<file path="src/rtl/pong_clk_pkg.sv">
// Shared definitions for the Pong clock/reset domain: sequencer states and
// default divider/stabilisation constants.
package pong_clk_pkg;

    typedef enum logic [1:0] {
        WAIT_LOCK,
        STABILIZE,
        HOLD,
        RUN
    } seq_state_t;

    localparam int PLL_FAST_DIV   = 8;
    localparam int SEQ_STABLE_DEF = 1024;

    function automatic int maxOf(input int a, input int b);
        return (a > b) ? a : b;
    endfunction

endpackage

</file>
<file path="src/rtl/sync_bit.sv">
// Multi-flop synchronizer for a single asynchronous level signal.
// All stages clear to 0 on the synchronous active-low reset.
module sync_bit #(
    parameter int STAGES = 2
) (
    input  logic i_clk,
    input  logic i_rst_n,
    input  logic i_d,
    output logic o_q
);

    logic [STAGES-1:0] r_sync;

    always_ff @(posedge i_clk) begin
        if (!i_rst_n) begin
            r_sync <= '0;
        end else begin
            r_sync <= {r_sync[STAGES-2:0], i_d};
        end
    end

    assign o_q = r_sync[STAGES-1];

endmodule

</file>
<file path="src/rtl/pll_reset_seq.sv">
// Reset/clock-enable sequencer behind the core PLL: waits for a stable lock,
// holds the core in reset while pixel enables run, then supervises lock loss.
module pll_reset_seq
    import pong_clk_pkg::*;
#(
    parameter int SYNC_STAGES   = 2,
    parameter int STABLE_CYCLES = SEQ_STABLE_DEF,
    parameter int RESET_HOLD    = 64,
    parameter int CE_DIV        = PLL_FAST_DIV
) (
    input  logic       clk,
    input  logic       rst_n,
    input  logic       pll_locked,
    input  logic       user_reset,
    output logic       core_rst_n,
    output logic       ce_pix,
    output logic       ce_half,
    output logic       lock_lost,
    output logic [7:0] relock_cnt
);

    localparam int CNT_W = $clog2(maxOf(STABLE_CYCLES, RESET_HOLD) + 1);
    localparam int DIV_W = $clog2(CE_DIV);
    localparam logic [CNT_W-1:0] STABLE_LAST = CNT_W'(STABLE_CYCLES - 1);
    localparam logic [CNT_W-1:0] HOLD_LAST   = CNT_W'(RESET_HOLD - 1);
    localparam logic [DIV_W-1:0] DIV_LAST    = DIV_W'(CE_DIV - 1);

    seq_state_t       r_state;
    logic [CNT_W-1:0] r_cnt;
    logic [DIV_W-1:0] r_div;
    logic             r_half_ph;
    logic             r_core_rst_n;
    logic             r_ce_pix;
    logic             r_ce_half;
    logic             r_lock_lost;
    logic [7:0]       r_relock_cnt;

    logic             w_locked_s;
    logic [DIV_W-1:0] w_div_nxt;
    logic             w_pix_nxt;

    sync_bit #(
        .STAGES (SYNC_STAGES)
    ) u_sync_locked (
        .i_clk   (clk),
        .i_rst_n (rst_n),
        .i_d     (pll_locked),
        .o_q     (w_locked_s)
    );

    // Enables are registered from the divider's next value so ce_pix lands
    // exactly on the last phase of each CE_DIV window.
    assign w_div_nxt = (r_div == DIV_LAST) ? '0 : r_div + DIV_W'(1);
    assign w_pix_nxt = (w_div_nxt == DIV_LAST);

    always_ff @(posedge clk) begin
        if (!rst_n) begin
            r_state      <= WAIT_LOCK;
            r_cnt        <= '0;
            r_div        <= '0;
            r_half_ph    <= 1'b0;
            r_core_rst_n <= 1'b0;
            r_ce_pix     <= 1'b0;
            r_ce_half    <= 1'b0;
            r_lock_lost  <= 1'b0;
            r_relock_cnt <= '0;
        end else begin
            r_ce_pix  <= 1'b0;
            r_ce_half <= 1'b0;
            case (r_state)
                WAIT_LOCK: begin
                    r_core_rst_n <= 1'b0;
                    r_div        <= '0;
                    r_half_ph    <= 1'b0;
                    if (w_locked_s) begin
                        r_state <= STABILIZE;
                        r_cnt   <= '0;
                    end
                end
                STABILIZE: begin
                    r_cnt <= r_cnt + CNT_W'(1);
                    if (!w_locked_s) begin
                        r_state <= WAIT_LOCK;
                    end else if (r_cnt == STABLE_LAST) begin
                        r_state   <= HOLD;
                        r_cnt     <= '0;
                        r_div     <= '0;
                        r_half_ph <= 1'b0;
                    end
                end
                HOLD, RUN: begin
                    // Lock loss wins over user_reset; only a loss in RUN is counted.
                    if (!w_locked_s) begin
                        r_state      <= WAIT_LOCK;
                        r_core_rst_n <= 1'b0;
                        r_div        <= '0;
                        r_half_ph    <= 1'b0;
                        if (r_state == RUN) begin
                            r_lock_lost <= 1'b1;
                            if (r_relock_cnt != 8'hFF) begin
                                r_relock_cnt <= r_relock_cnt + 8'd1;
                            end
                        end
                    end else begin
                        r_div     <= w_div_nxt;
                        r_ce_pix  <= w_pix_nxt;
                        r_ce_half <= w_pix_nxt & r_half_ph;
                        if (w_pix_nxt) begin
                            r_half_ph <= ~r_half_ph;
                        end
                        if (user_reset) begin
                            r_state      <= HOLD;
                            r_cnt        <= '0;
                            r_core_rst_n <= 1'b0;
                        end else if (r_state == HOLD) begin
                            r_cnt <= r_cnt + CNT_W'(1);
                            if (r_cnt == HOLD_LAST) begin
                                r_state      <= RUN;
                                r_core_rst_n <= 1'b1;
                            end
                        end
                    end
                end
                default: begin
                    r_state      <= WAIT_LOCK;
                    r_core_rst_n <= 1'b0;
                end
            endcase
        end
    end

    assign core_rst_n = r_core_rst_n;
    assign ce_pix     = r_ce_pix;
    assign ce_half    = r_ce_half;
    assign lock_lost  = r_lock_lost;
    assign relock_cnt = r_relock_cnt;

endmodule

</file>
<file path="config.mk">
export PLATFORM = sky130hd
export DESIGN_NAME = pll_reset_seq
export DESIGN_NICKNAME = d
export VERILOG_FILES = /design/src/rtl/pong_clk_pkg.sv /design/src/rtl/sync_bit.sv /design/src/rtl/pll_reset_seq.sv
export SDC_FILE = /design/constraint.sdc
export NUM_CORES = 1
export LEC_CHECK = 0
export ABC_AREA = 1
export CELL_PAD_IN_SITES_DETAIL_PLACEMENT = 0
export CELL_PAD_IN_SITES_GLOBAL_PLACEMENT = 1
export CORE_ASPECT_RATIO = 0.75
export CORE_MARGIN = 8
export CORE_UTILIZATION = 44
export CTS_CLUSTER_SIZE = 40
export DETAILED_ROUTE_END_ITERATION = 10
export PLACE_DENSITY_LB_ADDON = 0.1
export SETUP_SLACK_MARGIN = 0.5
export SLEW_MARGIN = 20
export SYNTH_ARGS = -nofsm -noshare
export SYNTH_HDL_FRONTEND = slang
export SYNTH_SLANG_ARGS = --single-unit
</file>
<file path="constraint.sdc">
create_clock -name clk -period 3.5 [get_ports clk]
set_clock_uncertainty 0.15 [all_clocks]
set_input_delay 0.35 -clock clk [delete_from_list [all_inputs] [get_ports clk]]
set_output_delay 0.35 -clock clk [all_outputs]
set_load 0.02 [all_outputs]
</file>
## Yosys cells after proc, flatten, opt, wreduce, memory -nomap -nowiden

Index checks and enable logic that the tools add are counted.

- Reduce and logical (&&, ||, !) cells: 11
- Equal/unequal tests: 17
- $add $sub $neg: 3
- Mux-type cells: 30
- Bitwise logic cells: 3

Operator list:

| cell | count |
|---|---|
| 11-bit 2-to-1 mux | 6 |
| 11-bit one-hot mux with 3 select lines | 1 |
| 3-bit AND reduction | 5 |
| 2-bit 2-to-1 mux | 7 |
| 3-bit 2-to-1 mux | 4 |
| 11-bit by 1-bit adder with 11-bit output (second input constant) | 1 |
| 11-bit by 10-bit == test with 1-bit output (second input constant) | 1 |
| 11-bit by 6-bit == test with 1-bit output (second input constant) | 1 |
| 3-bit != test (second input constant) | 3 |
| 3-bit one-hot mux with 3 select lines | 1 |
| 8-bit by 1-bit adder with 8-bit output (second input constant) | 1 |
| 1-bit 2-to-1 mux | 8 |
| 4-bit != test (second input constant) | 2 |
| 8-bit != test (second input constant) | 1 |
| 4-bit AND reduction | 2 |
| 3-bit == test (second input constant) | 2 |
| 2-bit by 1-bit != test with 1-bit output (second input constant) | 3 |
| 2-bit one-hot mux with 3 select lines | 1 |
| 2-bit == test (second input constant) | 2 |
| 3-bit by 1-bit adder with 3-bit output (second input constant) | 1 |
| 1-bit one-hot mux with 3 select lines | 1 |
| 2-bit by 1-bit == test with 1-bit output (second input constant) | 1 |
| 2-bit logical NOT | 1 |
| 2-bit != test (second input constant) | 1 |
| 6 further kinds | 7 |

- Logic and storage cells: 74
- Output and inout bits: 12
- Input bits: 4
- Register bits after elaboration: 31

## Longest topological paths before layout

Gate-level depths: netlist of run 1.

- Word-level depth: 6
- Mapped depth: 10
- Mapped depth without buffers: 10

## Cells and area by module

From an unflattened synthesis of run 1, not the netlist that was laid out.

- Cell total of the unflattened synthesis: 231
- Area, all modules: 1605.3 um2

By module, submodules not included:

| module | instances | sequential area each (um2) | cells an instance | area each (um2) |
|---|---|---|---|---|
| pll_reset_seq | 1 | 580.6 | 225 | 1550.2 |
| sync_bit | 1 | 40.0 | 6 | 55.1 |

## Least setup slack after synthesis of run 1

No wires, ideal clock.

- Path kind: flip-flop to flip-flop
- From: reg r_relock_cnt[0] (netlist: relock_cnt[0])
- To: reg r_relock_cnt[1] (netlist: relock_cnt[1])
- Clock period less this slack: 1.610 ns
- Cell stages (with the launch flop): 9
- Path slack: 1.890 ns
- Arrival: 1.344 ns
- Path buffers: 0
- Required time: 3.234 ns
- Setup time: 0.116 ns
- Path through: dfxtp_1 ha_1 nand2_1 nor3_2 nand3_1 nand2_2 inv_2 nor2_1 nor2_1

- Longest elaborated chain between the ends: 2
- Elaborated cells between the ends (all ways): 3
- Those cells by class: add/sub (1); eq/ne (1); reduce/logical (1)

RTL lines:

| what | line | text |
|---|---|---|
| start, declared | pll_reset_seq.sv:36 | `logic [7:0] r_relock_cnt;` |
| start signal, assigned | pll_reset_seq.sv:101 | `r_relock_cnt <= r_relock_cnt + 8'd1;` |
| branches (longest 2 deep; another with 8-bit by 1-bit adder with 8-bit output) | -- |  |

Parallel ways; which one is timed is not known.
A chain may end at the register's enable or synchronous reset.

## Worst setup path in the final report of run 1

- From: reg r_relock_cnt[0] (netlist: relock_cnt[0])
- To: out relock_cnt[0]

RTL lines:

| what | line | text |
|---|---|---|
| end, declared | pll_reset_seq.sv:19 | `output logic [7:0] relock_cnt` |

No word-level cell between the ends.

==> results of run 1 <==
-- through the flow --
stage                     hold slack (ns)  total power, mW  setup slack [ns]  instance area, sq um
final                               0.270            0.742              1.64                  1960
after global routing                0.317            0.774              1.58                  1960
after CTS                           0.279            0.752              1.63                  1960
after detailed placement            0.250            0.465              1.49                  1870
after global placement              0.243            0.465              1.56                  1870
after floorplan                     0.240            0.441              1.89                  1670
-- kinds of logic (layout without fill, tap and decap cells) --
| family | Yosys count | count (layout) |
|---|---|---|
| compound gates | 28 | 28 |
| xor+xnor | 7 | 7 |
| fa+ha+maj | 4 | 4 |
| buf+inv | 33 | 53 |
| flops | 31 | 31 |
| simple gates | 130 | 130 |
-- cell type report --
type                            instances  area [sq um]
Tap cell                               52          65.1
Timing Repair Buffer                   15           150
Inverter                               31           119
Sequential cell                        31           621
Clock inverter                          1          5.00
Fill cell                             359          1680
Multi-Input combinational cell        169           920
Clock buffer                            6          82.6
-- sequential cells by signal, summed over array words and instances, names as in the netlist --
register and count:
r_div 3, ce_pix 1, r_half_ph 1, u_sync_locked.r_sync 2, lock_lost 1, ce_half 1
r_cnt 11, r_state 2, relock_cnt 8, core_rst_n 1
-- per-layer routing --
layer  vias up  GRT usage, %
li1        781             -
met4         0          4.57
met2        24          16.4
met1       643          17.5
met5         -             0
met3         5          3.79
-- report_power, final --
| group | leakage, nW | internal, mW | switching [mW] |
|---|---|---|---|
| logic | 0.463 | 0.0300 | 0.0635 |
| registers | 0.250 | 0.358 | 0.00569 |
| clock network | 0.0470 | 0.154 | 0.131 |
| total | 0.760 | 0.542 | 0.200 |
-- synthesized netlist by cell type --
cell type and count:
a21oi_2 1, nor2_1 24, nand3_4 2, nand2_4 3, o21a_1 1, nand3_2 1
clkbuf_1 2, o21ai_2 1, nor3_1 3, ha_1 4, nor3_2 2, a31o_1 1
inv_2 4, or2_0 1, inv_1 26, nand3_1 14, nand2_2 6, dfxtp_1 31
a31oi_1 1, nand2_1 58, nor2_2 4, inv_4 1, or2_1 1, nand3b_1 2
nor2_4 3, nand4_1 6, xnor2_1 1, xor2_1 6, a21oi_1 18, o21ai_0 5
-- worst max path at each step --
stage / from / end / cells after the start
final: relock_cnt[0] / relock_cnt[0] / 1
after global routing: relock_cnt[0] / relock_cnt[0] / 1
after CTS: relock_cnt[0] / relock_cnt[0] / 1
after detailed placement: rst_n / relock_cnt[6] / 4
after global placement: rst_n / relock_cnt[6] / 4
after floorplan: relock_cnt[0] / relock_cnt[1] / 8
==> flow_summary.html, run 1 <==
<table>
<tr><th>Metric</th><th>Value</th></tr>
<tr><th colspan="2">Outcome</th></tr>
<tr><td>Result of the run</td><td>finished, final reports clean</td></tr>
<tr><th colspan="2">Cells and area</th></tr>
<tr><td>Most common cell after layout, fill and taps aside</td><td>nand2_1</td></tr>
<tr><td>Antenna Diode Count</td><td>0</td></tr>
<tr><td>Synth-to-layout area growth</td><td>17.7%</td></tr>
<tr><td>Fraction of final layout cells sized beyond drive strength 1</td><td>13.8%</td></tr>
<tr><td>Number of nets in the layout</td><td>261</td></tr>
<tr><td>Final Util</td><td>53.9%</td></tr>
<tr><td>Final Instance Count excl. Fillers</td><td>305</td></tr>
<tr><td>Most frequent cells in the layout</td><td>58 x nand2_1, 31 x dfxtp_1, 26 x inv_1</td></tr>
<tr><th colspan="2">Route</th></tr>
<tr><td>Number of design-rule violations left by the first detailed-router iteration</td><td>49</td></tr>
<tr><td>Antenna Violating Nets Remaining</td><td>0</td></tr>
<tr><td>Metal-1 WL</td><td>1.95 mm</td></tr>
<tr><td>Wire length on met2</td><td>1.32 mm</td></tr>
<tr><td>Total via count after detailed routing</td><td>1453</td></tr>
<tr><td>Total length of routed met3 wires</td><td>145 microns</td></tr>
<tr><td>Per-cell routed wire length</td><td>11.3 microns</td></tr>
<tr><td>Post-detailed-routing wire length</td><td>3.45 mm</td></tr>
<tr><td>Drt pass-1 iters</td><td>4</td></tr>
<tr><td>Average via count per standard cell</td><td>4.76</td></tr>
<tr><td>Residual DRC count</td><td>0</td></tr>
<tr><td>Highest layer used for signal routing</td><td>met4</td></tr>
<tr><th colspan="2">Pwr</th></tr>
<tr><td>Cell leakage power</td><td>0.760 nW</td></tr>
<tr><td>Power per cell area</td><td>378 nW/um^2</td></tr>
<tr><td>Peak supply drop</td><td>0.231 mV</td></tr>
<tr><th colspan="2">Run</th></tr>
<tr><td>Max-capacitance violation count</td><td>0</td></tr>
<tr><th colspan="2">Logic synthesis</th></tr>
<tr><td>Largest family of logic cells by synthesized area</td><td>simple AND/OR/NAND/NOR gates</td></tr>
<tr><td>Cells after synthesis</td><td>233</td></tr>
<tr><td>Yosys cell types</td><td>30</td></tr>
<tr><td>Mean instance size in the synthesized netlist</td><td>7.15 sq um</td></tr>
<tr><td>Post-Synth Simple-Gate Area</td><td>39.2%</td></tr>
<tr><td>Area share of the leading cell type in the synthesized netlist</td><td>37.2%</td></tr>
<tr><td>Yosys Warn Count</td><td>0</td></tr>
<tr><td>Synthesized-area fraction occupied by xor and xnor cells</td><td>3.68%</td></tr>
<tr><td>Compound-Gate Fraction of Synth Area</td><td>9.31%</td></tr>
<tr><td>Synth Register Bits</td><td>31</td></tr>
<tr><td>Arithmetic-cell share of the synthesized area counting full adders, half adders and majority gates</td><td>3.00%</td></tr>
<tr><td>Seq/Total Area, Yosys</td><td>37.2%</td></tr>
<tr><td>Syn_nets</td><td>241</td></tr>
<tr><td>Share of synthesized area spent on multiplexers</td><td>0%</td></tr>
<tr><td>Cell area after technology mapping</td><td>1670 sq um</td></tr>
<tr><td>Most area-hungry cell type in the Yosys netlist</td><td>dfxtp_1</td></tr>
<tr><td>Leading post-synthesis cells by cell area</td><td>dfxtp_1 37%, nand2_1 13%, inv_1 5.9%</td></tr>
<tr><th colspan="2">Setup path</th></tr>
<tr><td>Arrival time at the worst endpoint</td><td>1.36 ns</td></tr>
<tr><td>Reg-to-reg endpoint</td><td>r_cnt[10]</td></tr>
<tr><td>FF-to-FF setup slack</td><td>1.75 ns</td></tr>
<tr><td>Count of buffering cells on the critical path with inverters included</td><td>1</td></tr>
<tr><td>Family with the most delay on the worst path</td><td>buffers and inverters</td></tr>
<tr><td>Crit end category</td><td>primary output</td></tr>
<tr><td>Reg2Reg Depth</td><td>8</td></tr>
<tr><td>Critical-path top delay cell</td><td>clkdlybuf4s50_1</td></tr>
<tr><td>Kind of start point of the critical path</td><td>register</td></tr>
<tr><td>Largest stage delay, worst path</td><td>0.65 ns</td></tr>
<tr><td>Launch instance of the worst register-to-register path</td><td>r_cnt[0]</td></tr>
<tr><td>Cell chain of the critical path</td><td>clkdlybuf4s50_1</td></tr>
<tr><td>Highest net fanout along the worst path</td><td>6</td></tr>
<tr><td>Data required time of the critical path</td><td>3.00 ns</td></tr>
<tr><td>Type of the worst setup path</td><td>register to primary output</td></tr>
<tr><th colspan="2">Clock network</th></tr>
<tr><td>TritonCTS clock tree</td><td>yes</td></tr>
<tr><td># H-tree levels</td><td>2</td></tr>
<tr><td>Buffer type at the clock tree root</td><td>clkbuf_8</td></tr>
<tr><td>Cts hold-fix bufs</td><td>0</td></tr>
<tr><td>Post-CTS resize count</td><td>0</td></tr>
<tr><td>Setup bufs post-CTS</td><td>0</td></tr>
<tr><td>Clock latency at the later pin of the worst-skew pair</td><td>0.28 ns</td></tr>
<tr><td>CTS clock-pin slew for the worst setup and hold paths</td><td>0.06 ns</td></tr>
<tr><td>CTS sink count</td><td>31</td></tr>
<tr><td>Clock buffer count from CTS</td><td>5</td></tr>
<tr><td>Clock Tree Buf Depth</td><td>2</td></tr>
<tr><th colspan="2">Timing</th></tr>
<tr><td>Final Hold Viols</td><td>0</td></tr>
<tr><td>RSZ-0062 raised after global routing</td><td>false</td></tr>
<tr><td>Total negative setup slack</td><td>0 ns</td></tr>
<tr><td>Final max-slew violation count</td><td>0</td></tr>
<tr><td>Transition time of the tightest slew-check pin</td><td>0.488 ns</td></tr>
<tr><td>Number of failing setup endpoints in the final timing report</td><td>0</td></tr>
<tr><td>Max transition margin</td><td>67.4%</td></tr>
<tr><td>Part of the cycle the worst path needs</td><td>53.2%</td></tr>
<tr><td>Time the worst path needs with I/O delays and setup</td><td>1.86 ns</td></tr>
<tr><td>F_max</td><td>0.537 GHz</td></tr>
<tr><th colspan="2">Floorplanning</th></tr>
<tr><td>Top-level port count</td><td>16</td></tr>
<tr><td>Die outline width</td><td>87.1 microns</td></tr>
<tr><td>Number of rows in the core area</td><td>19</td></tr>
<tr><td>Die Y-Extent</td><td>69.3 microns</td></tr>
<tr><td>Floorplan die area</td><td>6030 sq um</td></tr>
<tr><td>Initial core utilization</td><td>45.8%</td></tr>
<tr><td>Core footprint</td><td>3640 sq um</td></tr>
<tr><th colspan="2">Global routing</th></tr>
<tr><td>GRT Residual Overflow</td><td>0</td></tr>
<tr><td>Overall global routing resource usage</td><td>12.3%</td></tr>
<tr><td>Wire length of the first global-routing pass</td><td>6.02 mm</td></tr>
<tr><td>Number of antenna violations at the first check in global routing</td><td>0</td></tr>
<tr><td>Largest net degree at the start of global routing</td><td>15</td></tr>
<tr><td>Via count of the first global-routing pass</td><td>1343</td></tr>
<tr><th colspan="2">Placed design</th></tr>
<tr><td>DP Wirelength</td><td>2.56 mm</td></tr>
<tr><td>Dpl cells</td><td>298</td></tr>
<tr><td>Quantity of I/O buffers inserted on ports</td><td>15</td></tr>
<tr><td>RePlAce Congestion</td><td>0.809</td></tr>
<tr><th colspan="2">Hold path</th></tr>
<tr><td>Number of cells traversed by the worst hold path</td><td>2</td></tr>
<tr><td>Sink of the worst hold path</td><td>u_sync_locked.r_sync[1]</td></tr>
<tr><td>Hold Startpoint</td><td>u_sync_locked.r_sync[0]</td></tr>
<tr><td>Type of the tightest min-delay check</td><td>register to register</td></tr>
</table>
Power figures use the tool's default switching activity.
==> run 2, diff against run 1 <==
--- a/config.mk
+++ b/config.mk
@@ -10,7 +10,7 @@
 export CELL_PAD_IN_SITES_GLOBAL_PLACEMENT = 1
 export CORE_ASPECT_RATIO = 0.75
 export CORE_MARGIN = 8
-export CORE_UTILIZATION = 44
+export CORE_UTILIZATION = 37
 export CTS_CLUSTER_SIZE = 40
 export DETAILED_ROUTE_END_ITERATION = 10
 export PLACE_DENSITY_LB_ADDON = 0.1
==> constraint.sdc (replaced) <==
create_clock -name clk -period 1.53 [get_ports clk]
set_clock_uncertainty 0.15 [all_clocks]
set_input_delay 0.153 -clock clk [delete_from_list [all_inputs] [get_ports clk]]
set_output_delay 0.153 -clock clk [all_outputs]
set_load 0.02 [all_outputs]
==> run 2 against run 1 <==
  * The flow now finishes with violations (negative setup slack)
  * Via count increased by 15%
  * Total power increased by 150%
  * Critical path depth increased by 8
  * Sequential share of layout area decreased by 7.2 points
  * Final cell count increased by 17%
  * Worst hold slack got worse by 0.011 ns
  * First-iteration DRC count increased by 6.1%
  * Die area increased by 15%
  * Sequential cell count unchanged
  * Critical path type is now register to register
==> flow_summary.html, run 2 (synthesis gave the netlist of run 1 again) <==
<table>
<tr><th>Metric</th><th>Value</th></tr>
<tr><th colspan="2">Outcome</th></tr>
<tr><td>Result of the run</td><td>finished, violations left</td></tr>
<tr><td>Violated checks</td><td>negative setup slack</td></tr>
<tr><th colspan="2">Cells and area</th></tr>
<tr><td>Most frequent cells in the layout</td><td>45 x nand2_1, 37 x buf_4, 24 x inv_1</td></tr>
<tr><td>Sequential standard cell area</td><td>668 sq um (+7.7%)</td></tr>
<tr><td>Antenna Diode Count</td><td>0 (unchanged)</td></tr>
<tr><td>Synth-to-layout area growth</td><td>64.4%</td></tr>
<tr><td>Final Util</td><td>62.4% (+8.5 points)</td></tr>
<tr><td>Number of nets in the layout</td><td>308 (+18%)</td></tr>
<tr><td>Final Cell Area</td><td>2740 sq um (+40%)</td></tr>
<tr><td>Fraction of final layout cells sized beyond drive strength 1</td><td>52.2% (+38 points)</td></tr>
<tr><td>Area of the multi-input gates</td><td>1220 sq um (+32%)</td></tr>
<tr><td>Max FFs per register</td><td>11 (unchanged)</td></tr>
<tr><td>Number of filler instances in the final layout</td><td>409 (+14%)</td></tr>
<tr><td>Most common cell after layout, fill and taps aside</td><td>nand2_1</td></tr>
<tr><td>Register ranked first by flip-flop count</td><td>r_cnt</td></tr>
<tr><th colspan="2">Setup path</th></tr>
<tr><td>FF-to-FF setup slack</td><td>-0.02 ns (-1.77 ns)</td></tr>
<tr><td>Arrival time at the worst endpoint</td><td>1.62 ns (+0.26 ns)</td></tr>
<tr><td>Highest net fanout along the worst path</td><td>3 (-3)</td></tr>
<tr><td>Crit end category</td><td>register</td></tr>
<tr><td>Type of the worst setup path</td><td>register to register</td></tr>
<tr><td>Data required time of the critical path</td><td>1.59 ns (-1.41 ns)</td></tr>
<tr><td>Kind of start point of the critical path</td><td>register</td></tr>
<tr><th colspan="2">Floorplanning</th></tr>
<tr><td>Top-level port count</td><td>16 (unchanged)</td></tr>
<tr><td>Die Y-Extent</td><td>74.1 microns (+7.0%)</td></tr>
<tr><td>Initial core utilization</td><td>38.0% (-7.8 points)</td></tr>
<tr><td>Floorplan die area</td><td>6930 sq um (+15%)</td></tr>
<tr><td>Number of rows in the core area</td><td>21 (+2)</td></tr>
<tr><td>Die outline width</td><td>93.5 microns (+7.4%)</td></tr>
<tr><td>Core footprint</td><td>4390 sq um (+21%)</td></tr>
<tr><th colspan="2">Clock network</th></tr>
<tr><td>CTS sink count</td><td>31 (unchanged)</td></tr>
<tr><td># H-tree levels</td><td>2 (unchanged)</td></tr>
<tr><td>CTS clock-pin slew for the worst setup and hold paths</td><td>0.06 ns (about the same)</td></tr>
<tr><td>Clock buffer count from CTS</td><td>5 (unchanged)</td></tr>
<tr><td>Clock Tree Buf Depth</td><td>2 (unchanged)</td></tr>
<tr><td>Clock latency at the later pin of the worst-skew pair</td><td>0.28 ns (about the same)</td></tr>
<tr><td>TritonCTS clock tree</td><td>yes</td></tr>
<tr><td>Buffer type at the clock tree root</td><td>clkbuf_8</td></tr>
<tr><td>Cts hold-fix bufs</td><td>0 (unchanged)</td></tr>
<tr><th colspan="2">Global routing</th></tr>
<tr><td>GRT Residual Overflow</td><td>0 (unchanged)</td></tr>
<tr><td>Largest net degree at the start of global routing</td><td>10 (-5)</td></tr>
<tr><td>Overall global routing resource usage</td><td>13.5% (+1.3 points)</td></tr>
<tr><td>Number of antenna violations at the first check in global routing</td><td>0 (unchanged)</td></tr>
<tr><td>Wire length of the first global-routing pass</td><td>7.38 mm (+23%)</td></tr>
<tr><td>Via count of the first global-routing pass</td><td>1592 (+19%)</td></tr>
<tr><th colspan="2">Route</th></tr>
<tr><td>Residual DRC count</td><td>0 (unchanged)</td></tr>
<tr><td>Average via count per standard cell</td><td>4.65 (-2.4%)</td></tr>
<tr><td>Highest layer used for signal routing</td><td>met4</td></tr>
<tr><td>Per-cell routed wire length</td><td>12.2 microns (+8.3%)</td></tr>
<tr><td>Metal-1 WL</td><td>2.31 mm (+19%)</td></tr>
<tr><td>Total via count after detailed routing</td><td>1664 (+15%)</td></tr>
<tr><td>Number of design-rule violations left by the first detailed-router iteration</td><td>52 (+6.1%)</td></tr>
<tr><td>Total length of routed met3 wires</td><td>200 microns (+38%)</td></tr>
<tr><td>Drt pass-1 iters</td><td>4 (unchanged)</td></tr>
<tr><td>Antenna Violating Nets Remaining</td><td>0 (unchanged)</td></tr>
<tr><td>Post-detailed-routing wire length</td><td>4.39 mm (+27%)</td></tr>
<tr><td>Wire length on met2</td><td>1.82 mm (+38%)</td></tr>
<tr><th colspan="2">Run</th></tr>
<tr><td>Max-capacitance violation count</td><td>0 (unchanged)</td></tr>
<tr><th colspan="2">Pwr</th></tr>
<tr><td>Power per cell area</td><td>672 nW/um^2 (+78%)</td></tr>
<tr><td>Cell leakage power</td><td>1.12 nW (+48%)</td></tr>
<tr><td>Total chip power</td><td>1.84 mW (+150%)</td></tr>
<tr><td>Peak supply drop</td><td>0.477 mV (+110%)</td></tr>
<tr><th colspan="2">Timing</th></tr>
<tr><td>Max transition margin</td><td>78.3% (+11 points)</td></tr>
<tr><td>Hold WS</td><td>0.260 ns (-0.0107 ns)</td></tr>
<tr><td>Part of the cycle the worst path needs</td><td>101%</td></tr>
<tr><td>F_max</td><td>0.645 GHz</td></tr>
<tr><td>Smallest setup slack after layout</td><td>-0.0209 ns (-1.66 ns)</td></tr>
<tr><td>Final Hold Viols</td><td>0 (unchanged)</td></tr>
<tr><td>RSZ-0062 raised after global routing</td><td>true</td></tr>
<tr><td>Transition time of the tightest slew-check pin</td><td>0.324 ns (-0.165 ns)</td></tr>
<tr><td>Time the worst path needs with I/O delays and setup</td><td>1.55 ns</td></tr>
<tr><td>Final max-slew violation count</td><td>0 (unchanged)</td></tr>
<tr><td>Number of failing setup endpoints in the final timing report</td><td>6 (+6)</td></tr>
<tr><th colspan="2">Hold path</th></tr>
<tr><td>Type of the tightest min-delay check</td><td>input pin to register</td></tr>
<tr><th colspan="2">Placed design</th></tr>
<tr><td>DP Wirelength</td><td>3.15 mm (+23%)</td></tr>
<tr><td>Quantity of I/O buffers inserted on ports</td><td>15 (unchanged)</td></tr>
<tr><td>RePlAce Congestion</td><td>0.788 (-2.6%)</td></tr>
<tr><td>Instance area at placement</td><td>2300 sq um (+23%)</td></tr>
</table>
run 2: worst paths after layout:
path / from / end / depth (start not counted)
setup / recovery: r_cnt[1] / r_half_ph / 9
hold / removal: pll_locked / u_sync_locked.r_sync[0] / 3
hold reg to reg: u_sync_locked.r_sync[0] / u_sync_locked.r_sync[1] / 2
setup reg to reg: r_cnt[1] / r_half_ph / 9
run 2: per-layer routing:
layer	track usage, %	up-vias
li1	-	879
met1	19.5	756
met2	17.9	24
met3	3.73	5
met4	5.87	0
met5	0	-
run 2: final cells by class:
| type | count | area share [%] |
|---|---|---|
| clock buffers | 7 | 2.79 |
| clock inverters | 1 | 0.183 |
| inverters | 31 | 4.70 |
| multi-input cells | 169 | 44.4 |
| flip-flops and latches | 31 | 24.4 |
| well taps | 57 | 2.60 |
| repair buffers | 62 | 20.9 |
run 2: through the flow:
| step | cells | TNS [ns] | setup WS (ns) |
|---|---|---|---|
| floorplan | 233 | 0 | 0.0903 |
| global placement | 339 | -0.258 | -0.0785 |
| detailed placement | 339 | -0.277 | -0.0473 |
| CTS | 353 | -0.0278 | -0.0277 |
| global route | 358 | -1.05 | -0.115 |
| finish | 358 | -0.0742 | -0.0209 |
run 2: critical path, cell delays in order, from the launching register on:
cell and delay [ns]:
dfxtp_2 0.35, ha_4 0.14, inv_2 0.04, nor2_4 0.13, nand3_4 0.10, nand2_4 0.11
buf_12 0.11, nand2_4 0.04, or2_0 0.19, a21oi_1 0.12
run 2: repair_timing:
action / in CTS / in global routing
pin swaps: 17 / 13
gates resized for setup: 110 / 37
setup endpoints to repair: 41 / 41
setup buffers: 6 / 5
run 2: where the power goes:
group | switching, mW | internal [mW]
registers | 0.0161 | 0.807
logic | 0.204 | 0.188
clock network | 0.305 | 0.319
